[config.mk]
export PLATFORM = sky130hd
export DESIGN_NAME = vx_commit_unit
export DESIGN_NICKNAME = d
export VERILOG_FILES = /design/src/rtl/vx_commit_pkg.sv /design/src/rtl/vx_commit_unit_arbiter.sv /design/src/rtl/vx_commit_unit.sv
export SDC_FILE = /design/constraint.sdc
export NUM_CORES = 1
export LEC_CHECK = 0
export CORE_AREA = 2 2 409 411
export DETAILED_ROUTE_END_ITERATION = 16
export DIE_AREA = 0 0 411 413
export PLACE_DENSITY_LB_ADDON = 0.2
export RECOVER_POWER = 50
export SLEW_MARGIN = 25
export SYNTH_ARGS = -nofsm -noshare
export SYNTH_HDL_FRONTEND = slang
export SYNTH_SLANG_ARGS = --single-unit
[constraint.sdc]
create_clock -name clk -period 9.29 [get_ports clk]
set_input_delay 0.929 -clock clk [delete_from_list [all_inputs] [get_ports clk]]
set_output_delay 0.929 -clock clk [all_outputs]
set_load 0.01 [all_outputs]
[src/rtl/vx_commit_pkg.sv]
// Shared widths, helpers and defaults for the commit unit slice.
package vx_commit_pkg;

    // The popcount helper works on a fixed, wide vector. Callers zero-extend
    // their vector into it, and synthesis trims the unused constant bits.
    localparam int POPC_W     = 1024;
    localparam int POPC_CNT_W = 11;

    // Warp-id width. It is never narrower than one bit, even for single-warp cores.
    function automatic int wid_width(input int num_warps);
        return (num_warps > 1) ? $clog2(num_warps) : 1;
    endfunction

    // Width needed to hold a count from 0 to num_ch*num_threads inclusive.
    function automatic int csz_width(input int num_ch, input int num_threads);
        return $clog2(num_ch * num_threads + 1);
    endfunction

    // Index width for an N-entry selection. It is never narrower than one bit.
    function automatic int idx_width(input int n);
        return (n > 1) ? $clog2(n) : 1;
    endfunction

    // Count of set bits in v.
    function automatic logic [POPC_CNT_W-1:0] popcount(input logic [POPC_W-1:0] v);
        logic [POPC_CNT_W-1:0] cnt;
        cnt = {POPC_CNT_W{1'b0}};
        for (int i = 0; i < POPC_W; i++) begin
            cnt = cnt + {{(POPC_CNT_W-1){1'b0}}, v[i]};
        end
        return cnt;
    endfunction

endpackage

[src/rtl/vx_commit_unit_arbiter.sv]
// Round-robin arbiter with a registered search pointer.
// The grant is combinational. The pointer advances past the winner only when
// a grant is actually issued.
module vx_rr_arbiter
    import vx_commit_pkg::*;
#(
    parameter int N = 6,
    localparam int IDX_W = idx_width(N)
) (
    input  logic             clk,
    input  logic             reset,
    input  logic [N-1:0]     req,
    input  logic             enable,
    output logic [N-1:0]     grant,
    output logic [IDX_W-1:0] grant_idx,
    output logic             grant_valid
);

    logic [IDX_W-1:0] ptr_q;
    logic [IDX_W-1:0] ptr_d;
    logic [N-1:0]     grant_s;
    logic [IDX_W-1:0] grant_idx_s;
    logic             grant_valid_s;

    // Search from ptr_q upward, wrapping modulo N, and pick the first requester.
    always_comb begin
        int           pos;
        logic [IDX_W-1:0] pos_v;
        grant_s       = {N{1'b0}};
        grant_idx_s   = {IDX_W{1'b0}};
        grant_valid_s = 1'b0;
        pos           = 0;
        pos_v         = {IDX_W{1'b0}};
        for (int k = 0; k < N; k++) begin
            pos = int'(ptr_q) + k;
            if (pos >= N) begin
                pos = pos - N;
            end else begin
                pos = pos;
            end
            pos_v = IDX_W'(pos);
            if (enable && !grant_valid_s && req[pos_v]) begin
                grant_valid_s  = 1'b1;
                grant_idx_s    = pos_v;
                grant_s[pos_v] = 1'b1;
            end else begin
                grant_valid_s = grant_valid_s;
            end
        end
    end

    // The next pointer sits one past the winner, so the winner gets the lowest priority next time.
    always_comb begin
        int nxt;
        nxt = int'(grant_idx_s) + 1;
        if (!grant_valid_s) begin
            ptr_d = ptr_q;
        end else if (nxt >= N) begin
            ptr_d = {IDX_W{1'b0}};
        end else begin
            ptr_d = IDX_W'(nxt);
        end
    end

    // Pointer register.
    always_ff @(posedge clk) begin
        if (reset) begin
            ptr_q <= {IDX_W{1'b0}};
        end else begin
            ptr_q <= ptr_d;
        end
    end

    assign grant       = grant_s;
    assign grant_idx   = grant_idx_s;
    assign grant_valid = grant_valid_s;

endmodule

[src/rtl/vx_commit_unit.sv]
// Commit stage. Writeback-bearing commits are merged round-robin into one
// registered writeback port. Store-like and no-writeback commits are accepted
// immediately. Per-cycle thread counts and the retired-thread counter are
// kept alongside.
module vx_commit_unit
    import vx_commit_pkg::*;
#(
    parameter int NUM_CH      = 6,
    parameter int NUM_THREADS = 4,
    parameter int NUM_WARPS   = 4,
    parameter int DATA_W      = 32,
    parameter logic [NUM_CH-1:0] NOWB_MASK = 6'b000100,
    localparam int WID_W = wid_width(NUM_WARPS),
    localparam int CSZ_W = csz_width(NUM_CH, NUM_THREADS)
) (
    input  logic                                 clk,
    input  logic                                 reset,
    input  logic [NUM_CH-1:0]                    commit_valid,
    output logic [NUM_CH-1:0]                    commit_ready,
    input  logic [NUM_CH*WID_W-1:0]              commit_wid,
    input  logic [NUM_CH*NUM_THREADS-1:0]        commit_tmask,
    input  logic [NUM_CH-1:0]                    commit_wb,
    input  logic [NUM_CH*5-1:0]                  commit_rd,
    input  logic [NUM_CH*NUM_THREADS*DATA_W-1:0] commit_data,
    output logic                                 wb_valid,
    input  logic                                 wb_ready,
    output logic [WID_W-1:0]                     wb_wid,
    output logic [NUM_THREADS-1:0]               wb_tmask,
    output logic [4:0]                           wb_rd,
    output logic [NUM_THREADS*DATA_W-1:0]        wb_data,
    output logic                                 cmt_valid,
    output logic [CSZ_W-1:0]                     cmt_size,
    output logic [63:0]                          instret
);

    localparam int IDX_W   = idx_width(NUM_CH);
    localparam int TDATA_W = NUM_THREADS * DATA_W;

    typedef struct packed {
        logic [WID_W-1:0]       wid;
        logic [NUM_THREADS-1:0] tmask;
        logic [4:0]             rd;
        logic [TDATA_W-1:0]     data;
    } wb_entry_t;

    logic [NUM_CH-1:0] req_s;
    logic [NUM_CH-1:0] bypass_s;
    logic [NUM_CH-1:0] grant_s;
    logic [NUM_CH-1:0] fire_s;
    logic [IDX_W-1:0]  grant_idx_s;
    logic              grant_valid_s;
    logic              load_s;
    logic              arb_en_s;

    wb_entry_t sel_s;
    wb_entry_t entry_q;
    wb_entry_t entry_d;
    logic      wb_valid_q;
    logic      wb_valid_d;

    logic [POPC_W-1:0]     fired_threads_s;
    logic [POPC_CNT_W-1:0] fired_cnt_s;
    logic                  cmt_valid_q;
    logic                  cmt_valid_d;
    logic [CSZ_W-1:0]      cmt_size_q;
    logic [CSZ_W-1:0]      cmt_size_d;
    logic [63:0]           instret_q;
    logic [63:0]           instret_d;

    // Split each channel into the bypass class or the arbitrated class.
    always_comb begin
        for (int i = 0; i < NUM_CH; i++) begin
            bypass_s[i] = NOWB_MASK[i] | ~commit_wb[i];
            req_s[i]    = commit_valid[i] & commit_wb[i] & ~NOWB_MASK[i];
        end
    end

    // The output slot can take a new entry when it is empty or is being drained.
    // Arbitration is suppressed during reset so that no commit is lost.
    assign load_s   = ~wb_valid_q | wb_ready;
    assign arb_en_s = load_s & ~reset;

    vx_rr_arbiter #(
        .N (NUM_CH)
    ) u_arb (
        .clk         (clk),
        .reset       (reset),
        .req         (req_s),
        .enable      (arb_en_s),
        .grant       (grant_s),
        .grant_idx   (grant_idx_s),
        .grant_valid (grant_valid_s)
    );

    assign commit_ready = bypass_s | grant_s;
    assign fire_s       = commit_valid & commit_ready;

    // Select the granted channel's fields for capture into the output slot.
    always_comb begin
        sel_s = '0;
        for (int i = 0; i < NUM_CH; i++) begin
            if (grant_idx_s == IDX_W'(i)) begin
                sel_s.wid   = commit_wid[i*WID_W +: WID_W];
                sel_s.tmask = commit_tmask[i*NUM_THREADS +: NUM_THREADS];
                sel_s.rd    = commit_rd[i*5 +: 5];
                sel_s.data  = commit_data[i*TDATA_W +: TDATA_W];
            end else begin
                sel_s = sel_s;
            end
        end
    end

    // Output slot next state: capture on a grant, drain when loadable and idle, otherwise hold.
    always_comb begin
        entry_d    = entry_q;
        wb_valid_d = wb_valid_q;
        if (grant_valid_s) begin
            entry_d    = sel_s;
            wb_valid_d = 1'b1;
        end else if (load_s) begin
            wb_valid_d = 1'b0;
        end else begin
            wb_valid_d = wb_valid_q;
        end
    end

    // Output slot registers. A pending entry is discarded on reset.
    always_ff @(posedge clk) begin
        if (reset) begin
            entry_q    <= '0;
            wb_valid_q <= 1'b0;
        end else begin
            entry_q    <= entry_d;
            wb_valid_q <= wb_valid_d;
        end
    end

    // Count the threads retired this cycle over every fired channel, bypass or arbitrated.
    always_comb begin
        fired_threads_s = {POPC_W{1'b0}};
        for (int i = 0; i < NUM_CH; i++) begin
            fired_threads_s[i*NUM_THREADS +: NUM_THREADS] =
                commit_tmask[i*NUM_THREADS +: NUM_THREADS] & {NUM_THREADS{fire_s[i]}};
        end
        fired_cnt_s = popcount(fired_threads_s);
        cmt_valid_d = |fire_s;
        cmt_size_d  = CSZ_W'(fired_cnt_s);
        instret_d   = cmt_valid_q ? (instret_q + 64'(cmt_size_q)) : instret_q;
    end

    // Statistics and retired-thread counter registers. The counter wraps modulo 2^64.
    always_ff @(posedge clk) begin
        if (reset) begin
            cmt_valid_q <= 1'b0;
            cmt_size_q  <= {CSZ_W{1'b0}};
            instret_q   <= 64'd0;
        end else begin
            cmt_valid_q <= cmt_valid_d;
            cmt_size_q  <= cmt_size_d;
            instret_q   <= instret_d;
        end
    end

    assign wb_valid  = wb_valid_q;
    assign wb_wid    = entry_q.wid;
    assign wb_tmask  = entry_q.tmask;
    assign wb_rd     = entry_q.rd;
    assign wb_data   = entry_q.data;
    assign cmt_valid = cmt_valid_q;
    assign cmt_size  = cmt_size_q;
    assign instret   = instret_q;

endmodule
==> run_results.csv, run 1 <==
group,metric,value,unit
floorplan,die_h,413,um
placed_design,place_congestion,0.856,
global_routing,grt.total_usage,16.3,%
pwr,power_switching,6.43,mW
critical_path,arrival,8.19,ns
critical_path,cp-end-kind,"flop",
sta,min_period_over_period,83.1,%
critical_path,critical_path_class,"reg -> reg",
global_routing,grt_pass1_wl,191000,um
synthesis,synth_commonest_cells,"nor2_1, nor4_1, dfxtp_1",
critical_path,r2r-start,"u_arb.ptr_q[2]",
clock_network,h-tree-depth,2,
synthesis,async_reset_ff_share,0,%
global_routing,antenna_found_initial,77,
synthesis,yosys_warnings,0,
sta,tightest_slew,1.12,ns
detailed_routing,drt-initial-drc-count,1405,
pwr,cellPowerDensity,385,nW/um^2
cells_and_area,syn2layout_area_growth,92.0,%
synthesis,syn-num-nets,3010,
critical_path,worstPathRequired,9.76,ns
global_routing,grt_pass1_vias,21100,
clock_network,cts_hold_buf,0,
detailed_routing,drt-wirelength-per-cell,27.8,um
cells_and_area,stdcell_count,5291,
placed_design,dpl.cell_count,5203,
synthesis,synthesis.area_per_instance,7.37,sq um
clock_network,cts_inserted_buffers,38,
status,status,"finished clean",
detailed_routing,ant_nets,0,
pwr,p_comb_share,75.6,%
global_routing,grt-ovfl-total,0,
detailed_routing,dr.pass1.iters,5,
synthesis,synth_flop_cell,"dfxtp_1",
placed_design,place_hpwl,116000,um
critical_path,crit_path_start,"u_arb.ptr_q[2]",
clock_network,cts_tree,"yes",
pwr,p_leak,10.8,nW
critical_path,cp-endpoint,"cmt_size[4]",
floorplan,io_pins,1065,
sta,finClkSkew,0.0325,ns
critical_path,startpoint_type,"flop",
synthesis,synth-seq-area-share,27.3,%
sta,hold_violations,0,
clock_network,ctsLongestPathBuffers,3,
clock_network,root_buffer,"clkbuf_16",
global_routing,grt_max_degree,125,
sta,maxSlewViolCount,0,
pwr,ir_drop,416,uV
floorplan,start_util,9.41,%
worst_hold_path,hp-class,"reg -> reg",
critical_path,rrSetupSlack,1.57,ns
floorplan,core_area,166000,sq um
critical_path,critPathMaxFanout,15,
floorplan,rows,150,
synthesis,netlist_instances,2118,
detailed_routing,wl,147000,um
clock_network,postCtsSetupBuffers,0,
critical_path,r2r_end,"cmt_size[4]",
sta,fin_tns_setup,0,ns
critical_path,r2r_cells,25,
synthesis,synth_top_cell_area_share,27.3,%
sta,setup_viol,0,
detailed_routing,dr_total_vias,21500,
job,cap_violations,0,
cells_and_area,nets,3931,
detailed_routing,route.detailed.drc,0,
pwr,clockPowerShare,13.2,%
clock_network,cts_resized,0,
synthesis,yosysTopAreaCell,"dfxtp_1",
sta,period_minus_slack,7.72,ns
detailed_routing,vias_per_cell,4.06,
synthesis,synth_edf_count,0,
floorplan,die-area,170000,sq um
sta,max_freq,129,MHz
pwr,p_int,5.11,mW
cells_and_area,final_layout_size_suffix_gt1_share,5.61,%
clock_network,clk_latency,0.61,ns
synthesis,synthTopCellsByArea,"dfxtp_1, nor2_1, nor4_1",
clock_network,path_clk_slew,0.06,ns
synthesis,synth_cell_types,70,
synthesis,syn-cell-area,15600,sq um
pwr,switching_share,55.7,%
sta,rsz0062_at_grt,"no",
sta,relSlewSlack,25.4,%
placed_design,io_buffer_count,1062,
synthesis,synth_most_common_cell,"nor2_1",
synthesis,synth-seq-cells,213,
pwr,power_frac_seq,11.1,%
floorplan,die_w,411,um
clock_network,cts.sinks,213,
-- worst min path at each step --
stage / startpoint / endpoint / depth (start not counted)
6_report: instret[63] / instret[63] / 2
5_1_grt: instret[4] / instret[4] / 2
4_1_cts: instret[63] / instret[63] / 2
3_5_place_dp: instret[63] / instret[63] / 2
3_3_place_gp: instret[63] / instret[63] / 2
2_1_floorplan: instret[63] / instret[63] / 2
-- sequential cells by signal (all words and copies together), names as in the netlist --
name and cells:
wb_data 128, instret 64, cmt_size 5, wb_rd 5, wb_tmask 4, u_arb.ptr_q 3
wb_wid 2, cmt_valid 1, wb_valid 1
-- area by class of cell --
class / count / area [sq um]
Inverter: 45 / 169
Timing Repair Buffer: 1103 / 11100
Fill cell: 18800 / 136000
Tap cell: 2204 / 2760
Clock buffer: 60 / 1120
Multi-Input combinational cell: 1638 / 10300
Sequential cell: 213 / 4260
Clock inverter: 9 / 164
Antenna cell: 19 / 47.5
-- power groups by stage --
stage	Sequential, mW	Clock (mW)	Combinational, mW
3_5_place_dp	1.31	0	8.94
4_1_cts	1.30	1.60	8.98
6_report	1.29	1.52	8.73
2_1_floorplan	1.36	0	4.96
5_1_grt	1.31	1.62	9.56
3_3_place_gp	1.31	0	8.95
-- logic make-up after synthesis --
logic type                 count (synthesis)  synth area share (%)
AOI/OAI and AO/OA                        678                  28.5
xor gates and xnor gates                  60                  3.37
adders and majority gates                 43                  4.31
buffers and inverters                    267                  7.15
DFF                                      213                  27.3
muxes                                      6                 0.401
other                                      1                0.0240
and+or+nand+nor                          850                  28.9
-- stage by stage --
step	hold WS [ns]	worst slack (ns)	power, mW	util (%)	instance area, sq um
floorplan	0.502	2.27	6.32	-	15600
global route	0.515	1.02	12.5	18.0	29900
finish	0.484	1.57	11.5	18.1	30000
global placement	0.469	1.21	10.3	17.3	28600
detailed placement	0.486	1.27	10.3	17.3	28600
CTS	0.497	1.55	11.9	18.0	29900
-- worst max-delay path, cell delays in order (launching register included) --
cell and delay, ns:
dfxtp_1 0.71, inv_2 0.15, ha_1 0.45, mux2i_1 0.34
a211oi_1 0.18, a211oi_2 0.41, o211ai_1 0.28, or2_2 0.38
o21ai_0 0.29, a2111o_1 0.16, o41a_1 0.21, and2_1 0.21
nand2_1 0.09, fa_1 0.51, fa_1 0.56, inv_1 0.05
fa_1 0.50, inv_1 0.05, fa_1 0.48, inv_1 0.06
fa_1 0.48, ha_1 0.24, fa_1 0.41, a21o_1 0.17
a21oi_1 0.13, nor2_1 0.05
-- per-layer routing --
metal,global-route usage [%],vias up,part of all wire [%]
met5,0,-,0.28
met3,5.26,218,8.2
met4,4.18,66,2.3
met1,20.3,10400,42
li1,-,9937,-
met2,27.0,854,47
-- layout by cell type, fill, tap and decap left out, drive strengths merged, types with 31 or more instances in the layout --
cell / synthesis / final
a211oi: 139 / 139
a21oi: 182 / 182
a22oi: 139 / 139
buf: 77 / 42
clkbuf: 145 / 60
clkdlybuf4s50: 0 / 867
dfxtp: 213 / 213
dlygate4sd3: 0 / 194
inv: 44 / 46
nand2: 65 / 65
nand3: 35 / 35
nor2: 372 / 372
nor4: 272 / 272
o21ai: 31 / 31
o22ai: 135 / 135
xor2: 31 / 31
No activity file was read; power rests on OpenSTA's default activity.
==> inputs of run 2 (changes only) <==
CORE_AREA = 2 2 420 422   (was 2 2 409 411)
DIE_AREA = 0 0 422 424   (was 0 0 411 413)
clock period = 6.98 ns   (was 9.29 ns; I/O delays follow)
==> run 2 against run 1 <==
- the flow now finishes with violations (capacitance limit, slew limit)
- critical path depth is 2 lower
- sequential power increased by 33%
- design area increased by 2.8%
- register-to-register slack worse by 1.2 ns
- combinational power increased by 36%
- critical endpoint is now cmt_size[2]
==> run_results.csv, run 2 (same netlist as run 1, synthesis figures left out) <==
group,metric,value,unit
sta,maxSlewViolCount,54,
clock_network,cts_inserted_buffers,37,
cells_and_area,stdcell_area,30800,sq um
critical_path,cpMostUsedCell,"fa_1",
critical_path,r2r-start,"u_arb.ptr_q[2]",
worst_hold_path,hp-class,"reg -> reg",
pwr,p_comb_share,76.5,%
floorplan,core_area,175000,sq um
detailed_routing,ant_nets,0,
detailed_routing,dr.pass1.iters,5,
clock_network,cts.sinks,213,
global_routing,grt_pass1_vias,21200,
placed_design,place_congestion,0.860,
floorplan,rows,154,
sta,hold_violations,0,
critical_path,crit_family,"adder cells",
global_routing,grt_pass1_wl,187000,um
critical_path,cp-end-kind,"flop",
critical_path,arrival,7.11,ns
floorplan,die_w,422,um
clock_network,cts_hold_buf,0,
pwr,switching_share,54.1,%
critical_path,critical_path_class,"reg -> reg",
sta,fin_tns_setup,0,ns
detailed_routing,vias_per_cell,3.87,
clock_network,cts_tree,"yes",
placed_design,place_area,29500,sq um
worst_hold_path,min_from,"instret[63]",
clock_network,ctsLongestPathBuffers,3,
placed_design,io_buffer_count,1062,
pwr,p_leak,11.2,nW
sta,tightest_slew,3.45,ns
clock_network,h-tree-depth,2,
pwr,total_power,15.6,mW
status,status,"finished, violations left",
clock_network,root_buffer,"clkbuf_16",
detailed_routing,route.detailed.drc,0,
detailed_routing,dr_total_vias,21300,
floorplan,die_h,424,um
detailed_routing,drt-wirelength-per-cell,25.8,um
sta,setup_viol,0,
critical_path,critPathSlowestCell,"fa_1",
critical_path,slowest_delay,0.56,ns
pwr,p_int,7.14,mW
floorplan,io_pins,1065,
sta,relSlewSlack,-130,%
global_routing,antenna_found_initial,43,
pwr,power_frac_seq,11.1,%
critical_path,startpoint_type,"flop",
pwr,clockPowerShare,12.5,%
clock_network,cts_resized,0,
pwr,power_switching,8.43,mW
clock_network,clk_latency,0.60,ns
global_routing,grt-ovfl-total,0,
detailed_routing,wl,142000,um
job,cap_violations,1,
cells_and_area,mostFrequentLayoutCells,"clkdlybuf4s50_1, nor2_1, nor4_1",
pwr,cellPowerDensity,505,nW/um^2
sta,max_freq,150,MHz
sta,finClkSkew,0.0262,ns
sta,period_minus_slack,6.66,ns
critical_path,crit_path_start,"u_arb.ptr_q[2]",
cells_and_area,largest_reg_flops,128,
cells_and_area,post-route-util,17.6,%
clock_network,path_clk_slew,0.06,ns
cells_and_area,final_layout_size_suffix_gt1_share,8.56,%
status,violations,"capacitance limit, slew limit",
floorplan,die-area,179000,sq um
critical_path,worstPathCellList,"inv_2 -> ha_1 -> a2111oi_1 -> o22a_1 -> nand2_1 -> and3_1 -> nor4_1 -> buf_4 -> nor2_1 -> o221ai_2 -> and2_4 -> nand2_1 -> fa_1 -> fa_1 -> fa_1 -> fa_1 -> inv_1 -> fa_1 -> ha_1 -> fa_1 -> buf_4 -> xnor2_1 -> nor2_1",
sta,rsz0062_at_grt,"no",
detailed_routing,drt-initial-drc-count,1282,
critical_path,rrSetupSlack,0.32,ns
global_routing,grt.total_usage,15.0,%
pwr,ir_drop,316,uV
critical_path,critPathMaxFanout,8,
clock_network,postCtsSetupBuffers,0,
sta,min_period_over_period,95.4,%
critical_path,worstPathRequired,7.44,ns
cells_and_area,syn2layout_area_growth,97.4,%
placed_design,place_hpwl,116000,um
cells_and_area,layout_commonest_cell,"clkdlybuf4s50_1",
global_routing,grt_max_degree,157,
floorplan,start_util,8.92,%
critical_path,path_buf_inv,4,
cells_and_area,nets,4020,
run 2: cell count changes in the layout (fill, tap and decap cells not counted), sizes merged, moves of 2 or more:
cell	before	now
buf	42	130
clkbuf	60	54
clkdlybuf4s50	867	859
clkinv	6	9
clkinvlp	0	2
diode	19	9
dlygate4sd3	194	202
run 2: area by class of cell:
type | instances | area [sq um]
diodes | 9 | 22.5
clock buffers | 52 | 1050
clock inverters | 15 | 156
fillers | 20000 | 144000
inverters | 45 | 170
multi-input cells | 1638 | 10400
flip-flops and latches | 213 | 4270
well taps | 2340 | 2930
repair buffers | 1193 | 11900
run 2: power groups by stage:
stage          clock network (mW)  logic [mW]  registers [mW]
5_1_grt                      2.09        13.1            1.76
4_1_cts                      2.06        12.3            1.73
3_5_place_dp                    0        12.2            1.75
6_report                     1.94        11.9            1.72
3_3_place_gp                    0        12.3            1.76
2_1_floorplan                   0        6.61            1.81
run 2: layer usage:
layer | GRT usage, % | share of wire [%] | vias up
li1 | - | - | 10100
met1 | 17.8 | 40 | 10300
met2 | 27.5 | 52 | 711
met3 | 3.30 | 5.7 | 133
met4 | 3.11 | 2.1 | 24
met5 | 0 | 0.11 | -
run 2: path summary, 6_finish.rpt:
path                            cells after the start           to
worst max-delay path                               23  cmt_size[2]
worst min-delay path                                2  instret[63]
worst max register to register                     23  cmt_size[2]
worst min register to register                      2  instret[63]
run 2: worst reg2reg max path: stages (launching register included):
cell,delay [ns]
dfxtp_2,0.43
inv_2,0.11
ha_1,0.32
a2111oi_1,0.45
o22a_1,0.27
nand2_1,0.08
and3_1,0.17
nor4_1,0.28
buf_4,0.16
nor2_1,0.05
o221ai_2,0.25
and2_4,0.21
nand2_1,0.08
fa_1,0.54
fa_1,0.56
fa_1,0.53
fa_1,0.54
inv_1,0.05
fa_1,0.47
ha_1,0.24
fa_1,0.39
buf_4,0.15
xnor2_1,0.14
nor2_1,0.05
run 2: per-stage QoR:
step | setup WS, ns | hold WS, ns | cells
after global routing | 0.00414 | 0.471 | 5501
after CTS | 0.0701 | 0.379 | 5495
after global placement | -0.229 | 0.473 | 5428
after floorplan | 0.0670 | 0.502 | 2118
final | 0.323 | 0.484 | 5505
after detailed placement | -0.222 | 0.492 | 5428
==> inputs of run 3 (changes only) <==
CAP_MARGIN = 0   (was default)
RECOVER_POWER = 25   (was 50)
==> run 3 against run 2 <==
- the run still ends with capacitance limit, slew limit left
- die area stayed put
- clock skew rose by 0.0014 ns
- non-clock buffer count unchanged
- count of clock-buffer cells in the layout stayed put
- design area stayed put
- clock power about the same
- critical endpoint unchanged
==> run_results.csv, run 3 (same netlist as run 1, synthesis figures left out) <==
group,metric,value,unit
floorplan,die_w,422,um
floorplan,core_area,175000,sq um
floorplan,die_h,424,um
global_routing,antenna_found_initial,41,
critical_path,critPathMaxFanout,8,
floorplan,die-area,179000,sq um
detailed_routing,route.detailed.drc,0,
critical_path,r2r_cells,23,
global_routing,grt_pass1_vias,21200,
detailed_routing,ant_nets,0,
detailed_routing,drt-initial-drc-count,1267,
status,violations,"capacitance limit, slew limit",
cells_and_area,syn2layout_area_growth,97.4,%
placed_design,place_area,29500,sq um
worst_hold_path,whs_endpoint,"wb_tmask[0]",
detailed_routing,wl,142000,um
clock_network,postCtsSetupBuffers,0,
clock_network,cts.sinks,213,
cells_and_area,mostFrequentLayoutCells,"clkdlybuf4s50_1, nor2_1, nor4_1",
cells_and_area,nets,4020,
sta,tightest_slew,3.48,ns
global_routing,grt-ovfl-total,0,
critical_path,critical_path_class,"reg -> reg",
placed_design,place_congestion,0.860,
sta,relSlewSlack,-132,%
detailed_routing,dr.pass1.iters,5,
critical_path,r2r-start,"u_arb.ptr_q[2]",
placed_design,place_worst_setup_slack,-0.222,ns
sta,setup_slack,0.320,ns
clock_network,cts_inserted_buffers,37,
sta,period_minus_slack,6.66,ns
sta,finClkSkew,0.0276,ns
cells_and_area,final_layout_size_suffix_gt1_share,8.56,%
global_routing,grt.total_usage,15.0,%
cells_and_area,largest_reg_flops,128,
clock_network,h-tree-depth,2,
global_routing,grt_max_degree,157,
detailed_routing,dr_total_vias,21300,
placed_design,place_hpwl,116000,um
detailed_routing,drt-wirelength-per-cell,25.8,um
detailed_routing,vias_per_cell,3.87,
critical_path,rrSetupSlack,0.32,ns
critical_path,arrival,7.12,ns
cells_and_area,stdcell_area,30800,sq um
sta,hold_violations,0,
clock_network,clk_latency,0.60,ns
job,cap_violations,1,
clock_network,path_clk_slew,0.06,ns
critical_path,cp-end-kind,"flop",
worst_hold_path,hp-class,"in -> reg",
placed_design,dpl.cell_count,5428,
worst_hold_path,hold_path_depth,4,
sta,maxSlewViolCount,54,
clock_network,cts_tree,"yes",
sta,min_period_over_period,95.4,%
floorplan,rows,154,
sta,max_freq,150,MHz
sta,setup_viol,0,
floorplan,io_pins,1065,
worst_hold_path,min_from,"reset",
critical_path,startpoint_type,"flop",
clock_network,root_buffer,"clkbuf_16",
status,status,"finished, violations left",
pwr,ir_drop,315,uV
sta,rsz0062_at_grt,"no",
clock_network,ctsLongestPathBuffers,3,
placed_design,io_buffer_count,1062,
cells_and_area,layout_commonest_cell,"clkdlybuf4s50_1",
pwr,cellPowerDensity,507,nW/um^2
cells_and_area,stdcell_count,5505,
floorplan,start_util,8.92,%
global_routing,grt_pass1_wl,187000,um
critical_path,r2r_end,"cmt_size[2]",
critical_path,worstPathRequired,7.44,ns
pwr,p_leak,10.9,nW
[run 3: cell types whose count changed in the layout (fill, tap and decap cells not counted)]
cell             previous run  this run
clkdlybuf4s50_1           859       964
dlygate4sd3_1             202        97
[run 3: worst max-delay path by stage]
| stage | from | to | slack (ns) | cells past startpoint |
|---|---|---|---|---|
| 4_1_cts | u_arb.ptr_q[1] | cmt_size[2] | 0.07 | 24 |
| 2_1_floorplan | u_arb.ptr_q[0] | cmt_size[4] | 0.07 | 28 |
| 3_3_place_gp | commit_valid[5] | cmt_size[2] | -0.23 | 25 |
| 3_5_place_dp | commit_valid[3] | cmt_size[4] | -0.22 | 24 |
| 5_1_grt | u_arb.ptr_q[1] | cmt_size[2] | 0.004 | 27 |
| 6_report | u_arb.ptr_q[2] | cmt_size[2] | 0.32 | 23 |
[run 3: what timing repair did]
item                                    4_1_cts  5_1_grt
hold buffers                                  0        0
resized for setup                             0       10
endpoints found under the setup margin        0        4
[run 3: where the power goes]
| group | switching [mW] | internal (mW) |
|---|---|---|
| logic | 7.43 | 4.51 |
| clock network | 0.811 | 1.13 |
| registers | 0.192 | 1.53 |
[run 3: per-stage QoR]
| step | util [%] | total power [mW] | hold slack [ns] | TNS [ns] |
|---|---|---|---|---|
| 2_1_floorplan | - | 8.41 | 0.502 | 0 |
| 3_3_place_gp | 16.9 | 14.0 | 0.473 | -0.624 |
| 3_5_place_dp | 16.9 | 14.0 | 0.492 | -0.582 |
| 4_1_cts | 17.6 | 16.1 | 0.379 | 0 |
| 5_1_grt | 17.6 | 17.0 | 0.471 | 0 |
| 6_report | 17.6 | 15.6 | 0.482 | 0 |
[run 3: worst max-delay path, stage by stage, from the launching register on]
cell	delay, ns
dfxtp_2	0.43
inv_2	0.11
ha_1	0.31
a2111oi_1	0.45
o22a_1	0.27
nand2_1	0.08
and3_1	0.17
nor4_1	0.28
buf_4	0.16
nor2_1	0.04
o221ai_2	0.25
and2_4	0.21
nand2_1	0.08
fa_1	0.54
fa_1	0.56
fa_1	0.53
fa_1	0.54
inv_1	0.05
fa_1	0.47
ha_1	0.24
fa_1	0.39
buf_4	0.15
xnor2_1	0.14
nor2_1	0.05
[run 3: metal layers]
| layer | wire (um) | share of wire [%] | vias up | GRT usage [%] |
|---|---|---|---|---|
| li1 | - | - | 10100 | - |
| met1 | 57600 | 41 | 10300 | 17.8 |
| met2 | 73400 | 52 | 680 | 27.5 |
| met3 | 7780 | 5.5 | 139 | 3.30 |
| met4 | 2980 | 2.1 | 24 | 3.11 |
| met5 | 161 | 0.11 | - | 0 |
[run 3: layout make-up]
type	instances	area (sq um)
Tap cell	2340	2930
Antenna cell	9	22.5
Timing Repair Buffer	1193	11900
Sequential cell	213	4270
Inverter	45	170
Clock inverter	15	156
Multi-Input combinational cell	1638	10400
Clock buffer	52	1050
Fill cell	20000	144000
